## src/rtl/uart_rx_parity_check.sv

```systemverilog
// rtl/uart_rx_parity_check.sv - UART receiver with even-parity and stop-bit checking
//
// Deserialises frames from the asynchronous rx line: start(0), D0..D7 LSB
// first, optional even-parity bit, stop(1). Each completed frame is presented
// with a one-cycle data_valid pulse together with its error flags.
//
// Build option: UART_RX_PARITY_EN
//   defined   -> 8E1 frames, parity bit checked (PARITY state present)
//   undefined -> 8N1 frames, no parity bit, parity_err tied low
//
// Ports:
//   clk        system clock
//   rst        asynchronous, active-high reset
//   rx         serial line, idle high, asynchronous to clk
//   data_out   last received byte, held until the next frame completes
//   data_valid one-cycle pulse; data_out/parity_err/frame_err valid here
//   parity_err received parity bit disagrees with even parity over data
//   frame_err  stop bit sampled low
//   busy       receiver is not idle

module uart_rx_parity_check #(
  parameter int CLKS_PER_BIT = 868,
  parameter int CNT_W        = 10
) (
  input  logic       clk,
  input  logic       rst,
  input  logic       rx,
  output logic [7:0] data_out,
  output logic       data_valid,
  output logic       parity_err,
  output logic       frame_err,
  output logic       busy
);

  typedef enum logic [2:0] {
    IDLE,
    START,
    DATA,
`ifdef UART_RX_PARITY_EN
    PARITY,
`endif
    STOP,
    WAIT_HIGH
  } state_t;

  // Last count of the half-bit (start-bit centring) and full-bit intervals.
  localparam logic [CNT_W-1:0] HALF_LAST = CNT_W'(CLKS_PER_BIT / 2 - 1);
  localparam logic [CNT_W-1:0] FULL_LAST = CNT_W'(CLKS_PER_BIT - 1);

  state_t           state;
  state_t           state_next;
  logic             rx_m;
  logic             rx_s;
  logic [CNT_W-1:0] cnt;
  logic [2:0]       bit_idx;
  logic [7:0]       shift_reg;
  logic             data_tick;
  logic             frame_done;
  logic             cnt_clr;
`ifdef UART_RX_PARITY_EN
  logic             parity_tick;
  logic             p_bad;
`endif

  // Two-flop synchroniser; resets to the idle (high) line level so that
  // reset release never looks like a start bit.
  always_ff @(posedge clk or posedge rst) begin
    if (rst) begin
      rx_m <= 1'b1;
      rx_s <= 1'b1;
    end else begin
      rx_m <= rx;
      rx_s <= rx_m;
    end
  end

  always_ff @(posedge clk or posedge rst) begin
    if (rst) state <= IDLE;
    else     state <= state_next;
  end

  always_comb begin
    state_next = state;
    data_tick  = 1'b0;
    frame_done = 1'b0;
`ifdef UART_RX_PARITY_EN
    parity_tick = 1'b0;
`endif
    unique case (state)
      IDLE: begin
        if (!rx_s) state_next = START;
      end
      START: begin
        // A line that is high again at mid start bit was only a glitch.
        if (cnt == HALF_LAST) state_next = rx_s ? IDLE : DATA;
      end
      DATA: begin
        if (cnt == FULL_LAST) begin
          data_tick = 1'b1;
`ifdef UART_RX_PARITY_EN
          if (bit_idx == 3'd7) state_next = PARITY;
`else
          if (bit_idx == 3'd7) state_next = STOP;
`endif
        end
      end
`ifdef UART_RX_PARITY_EN
      PARITY: begin
        if (cnt == FULL_LAST) begin
          parity_tick = 1'b1;
          state_next  = STOP;
        end
      end
`endif
      STOP: begin
        // Re-arm at mid stop bit so a start bit right after it is not lost.
        if (cnt == FULL_LAST) begin
          frame_done = 1'b1;
          state_next = rx_s ? IDLE : WAIT_HIGH;
        end
      end
      WAIT_HIGH: begin
        if (rx_s) state_next = IDLE;
      end
      default: state_next = IDLE;
    endcase
    // The bit counter restarts at every sample point and every state change,
    // so it never has to wrap.
    cnt_clr = data_tick || (state_next != state);
  end

  always_ff @(posedge clk or posedge rst) begin
    if (rst) begin
      cnt        <= '0;
      bit_idx    <= 3'd0;
      shift_reg  <= 8'h00;
      data_out   <= 8'h00;
      data_valid <= 1'b0;
      frame_err  <= 1'b0;
    end else begin
      data_valid <= frame_done;

      if (cnt_clr)
        cnt <= '0;
      else if (state != IDLE && state != WAIT_HIGH)
        cnt <= cnt + 1'b1;

      if (state == START)
        bit_idx <= 3'd0;
      else if (data_tick)
        bit_idx <= bit_idx + 3'd1;

      // LSB arrives first, so shift right with the new bit entering at the top.
      if (data_tick)
        shift_reg <= {rx_s, shift_reg[7:1]};

      if (frame_done) begin
        data_out  <= shift_reg;
        frame_err <= ~rx_s;
      end
    end
  end

`ifdef UART_RX_PARITY_EN
  always_ff @(posedge clk or posedge rst) begin
    if (rst) begin
      p_bad      <= 1'b0;
      parity_err <= 1'b0;
    end else begin
      if (parity_tick)
        p_bad <= (^shift_reg) ^ rx_s;
      if (frame_done)
        parity_err <= p_bad;
    end
  end
`else
  assign parity_err = 1'b0;
`endif

  assign busy = (state != IDLE);

endmodule
```

## config.mk

```make
export PLATFORM = sky130hd
export DESIGN_NAME = uart_rx_parity_check
export DESIGN_NICKNAME = d
export VERILOG_FILES = /design/src/rtl/uart_rx_parity_check.sv
export SDC_FILE = /design/constraint.sdc
export NUM_CORES = 1
export LEC_CHECK = 0
export ABC_AREA = 0
export BUFFER_PORTS_ARGS = -buffer_cell sky130_fd_sc_hd__buf_4
export CAP_MARGIN = 5
export CORE_AREA = 8 8 85 87
export DETAILED_ROUTE_END_ITERATION = 16
export DIE_AREA = 0 0 93 95
export PLACE_DENSITY_LB_ADDON = 0.15
export SLEW_MARGIN = 0
export SYNTH_ARGS = -nofsm -noshare
export SYNTH_HDL_FRONTEND = slang
export SYNTH_SLANG_ARGS = --single-unit
```

## constraint.sdc

```tcl
create_clock -name clk -period 5 [get_ports clk]
set_input_delay 0.5 -clock clk [delete_from_list [all_inputs] [get_ports clk]]
set_output_delay 0.5 -clock clk [all_outputs]
set_load 0.05 [all_outputs]
```

==> flow_metrics.env <==
export IMPL_post_cts_buffers=0
export IMPL_ir_worst_vdd_uv=124
export IMPL_cts_sinks=36
export IMPL_setup_viol=0
export IMPL_placed_cells=228
export IMPL_clockBufferDepth=2
export IMPL_syn_to_final_growth_pct=15.4
export IMPL_finalNonFillerCells=236
export IMPL_drt_initial_drc_count=40
export IMPL_routedWlPerCell_um=13.1
export IMPL_maxCapViolations=0
export IMPL_drive_gt1_share_pct=28.0
export IMPL_htree_num_levels=2
export IMPL_num_vias=1086
export IMPL_antenna_found_initial=0
export IMPL_core_um2=5820
export IMPL_syn_area_per_cell_um2=11.6
export IMPL_power_uw=529
export IMPL_post_place_ws_ns=2.57
export IMPL_ys_types=37
export IMPL_n_antenna_cell=0
export IMPL_grt_pass1_wl_mm=5.60
export IMPL_grt_use_total_pct=7.96
export IMPL_synth_nets=153
export IMPL_ctsRootBufferMaster="clkbuf_8"
export IMPL_cts_clk_slew_worst_paths_ns=0.07
export IMPL_cp_max_fo=11
export IMPL_synth_sequential_area_ratio_pct=53.5
export IMPL_design_area_um2=1950
export IMPL_layout_setup_ws_ns=2.58
export IMPL_path_cells="ha_1, and4b_1, and4_1, nor3b_2, mux2_2"
export IMPL_fin_util_pct=33.5
export IMPL_ctsHoldBuffers=0
export IMPL_cp_start_kind="register"
export IMPL_cp_top_family="simple AND/OR/NAND/NOR gates"
export IMPL_tightest_slew_ns=0.936
export IMPL_largest_register_ffs=10
export IMPL_drc=0
export IMPL_grt_pass1_vias=1179
export IMPL_post_cts_resized=0
export IMPL_grt_max_degree=37
export IMPL_status="finished, final reports clean"
export IMPL_first_pass_iters=4
export IMPL_arrival_ns=2.58
export IMPL_fin_nets=167
export IMPL_slew_limit_headroom_pct=37.3
export IMPL_cp_end_kind="register"
export IMPL_die_area_um2=8840
export IMPL_die_y_um=95
export IMPL_fin_crit_ns=2.42
export IMPL_start_util_pct=29.0
export IMPL_period_share_pct=48.3
export IMPL_crit_path_top_delay_cell="nor3b_2"
export IMPL_slew_violations=0
export IMPL_portBuffers=13
export IMPL_synthCells=146
export IMPL_dp_hpwl_mm=2.17
export IMPL_antenna_left=0
export IMPL_netlist_area_um2=1690
export IMPL_ys_seq_elements=36
export IMPL_hold_viol=0
export IMPL_hold_ws_ns=0.313
export IMPL_overflow=0
export IMPL_cts_buffers=5
export IMPL_rows=28
export IMPL_hold_class="in -> async"
export IMPL_rsz0062_at_grt="false"
export IMPL_cts_tree="yes"
export IMPL_pwr_density_cell_nw_per_um2=272
export IMPL_vias_per_cell=4.60
export IMPL_tns_ns=0
export IMPL_drt_wl_total_mm=3.10
export IMPL_critical_path_class="reg -> reg"
export IMPL_skew_ns=0.00350
export IMPL_leakage_nw=0.919
export IMPL_fp_dieW_um=93
export IMPL_insertion_delay_ns=0.28
export IMPL_place_gp_congestion=0.703
export IMPL_path_buf_inv=0
export IMPL_max_freq_mhz=414
export IMPL_place_area_um2=1850
export IMPL_ios=15
export IMPL_worst_ep_required_time_ns=5.17
export IMPL_yosysWarnings=0
export IMPL_worst_path_largest_cell_delay_ns=0.76
==> layout by cell type (no fill, tap or decap) <==
| master | n |
|---|---|
| nor4_1 | 1 |
| nor3b_2 | 2 |
| o21ai_2 | 1 |
| a21oi_1 | 3 |
| mux2_2 | 16 |
| ha_1 | 4 |
| o21a_1 | 1 |
| a31oi_1 | 1 |
| dfstp_2 | 2 |
| nor3_1 | 2 |
| inv_1 | 2 |
| nand4bb_1 | 1 |
| and3_1 | 3 |
| a311oi_1 | 1 |
| o21ai_0 | 3 |
| buf_4 | 14 |
| conb_1 | 1 |
| xnor2_1 | 4 |
| nor2_1 | 17 |
| clkbuf_8 | 7 |
| a211oi_1 | 1 |
| xor2_1 | 6 |
| nand4_1 | 3 |
| a211oi_2 | 1 |
| nand2b_1 | 1 |
| a21bo_2 | 1 |
| nand3_1 | 3 |
| or3_1 | 1 |
| clkbuf_1 | 1 |
| and4b_1 | 1 |
| nor3b_1 | 1 |
| and4_1 | 1 |
| mux2i_1 | 4 |
| nor2b_1 | 6 |
| or2_2 | 1 |
| nand2_1 | 9 |
| dfrtp_1 | 34 |
==> tightest hold or removal path, stage by stage <==
cell and delay [ns]:
buf_4 0.11, inv_1 0.04, buf_4 0.39
==> synthesized netlist by cell type, drive strengths merged <==
cell,number,area (um2)
a211oi,2,20.0
a21bo,1,10.0
a21oi,3,15.0
a311oi,1,8.76
a31oi,1,6.26
and3,3,18.8
and4,1,8.76
and4b,1,10.0
buf,6,35.0
clkbuf,1,3.75
conb,1,3.75
dfrtp,34,851
dfstp,2,52.6
ha,4,50.1
inv,2,7.51
mux2,16,180
mux2i,4,40.0
nand2,9,33.8
nand2b,1,6.26
nand3,3,15.0
nand4,3,18.8
nand4bb,1,11.3
nor2,17,63.8
nor2b,6,37.5
nor3,2,10.0
nor3b,3,32.5
nor4,1,6.26
o21a,1,7.51
o21ai,4,23.8
or2,1,6.26
or3,1,6.26
xnor2,4,35.0
xor2,6,52.6
==> final cells by class <==
| class | count | area (um2) |
|---|---|---|
| Clock buffer | 8 | 100 |
| Fill cell | 627 | 3870 |
| Inverter | 2 | 7.51 |
| Multi-Input combinational cell | 101 | 738 |
| Sequential cell | 36 | 903 |
| Tap cell | 75 | 93.8 |
| Timing Repair Buffer | 14 | 105 |
==> metal layers <==
layer | wire length, um | global-route usage (%) | part of all wire [%] | up-vias
met3 | 118 | 2.94 | 3.8 | 6
met4 | 44 | 3.22 | 1.4 | 0
met5 | 0 | 0 | 0 | -
met1 | 1470 | 9.03 | 47 | 540
li1 | - | - | - | 525
met2 | 1470 | 13.3 | 48 | 15
==> logic make-up (layout without fill, tap and decap cells) <==
kind of cell               Yosys count  count (layout)  synth area share, %
muxes                               20              20                 13.0
xor gates and xnor gates            10              10                 5.19
DFF                                 36              36                 53.5
AOI/OAI and AO/OA                   13              13                 5.41
other                                1               1                0.222
and+or+nand+nor                     53              53                 16.9
buffers and inverters                9              24                 2.74
adders and majority gates            4               4                 2.97
==> power breakdown <==
part	switching [mW]	leakage (nW)	internal (mW)	total, mW
registers	0.000830	0.481	0.293	0.293
logic	0.00767	0.386	0.00170	0.00937
clock network	0.101	0.0515	0.126	0.227
total	0.109	0.919	0.420	0.529
==> final timing paths <==
check | startpoint | end | slack, ns | cells after the start
max | cnt[0] | shift_reg[6] | 2.58 | 5
max in group asynchronous | rst | rx_m | 4.34 | 3
max reg2reg | cnt[0] | shift_reg[6] | 2.58 | 5
min reg2reg | rx_m | rx_s | 0.36 | 0
min | rst | data_valid | 0.31 | 3
min in group clk | rx | rx_m | 0.33 | 1
Power figures use the tool's default switching activity.
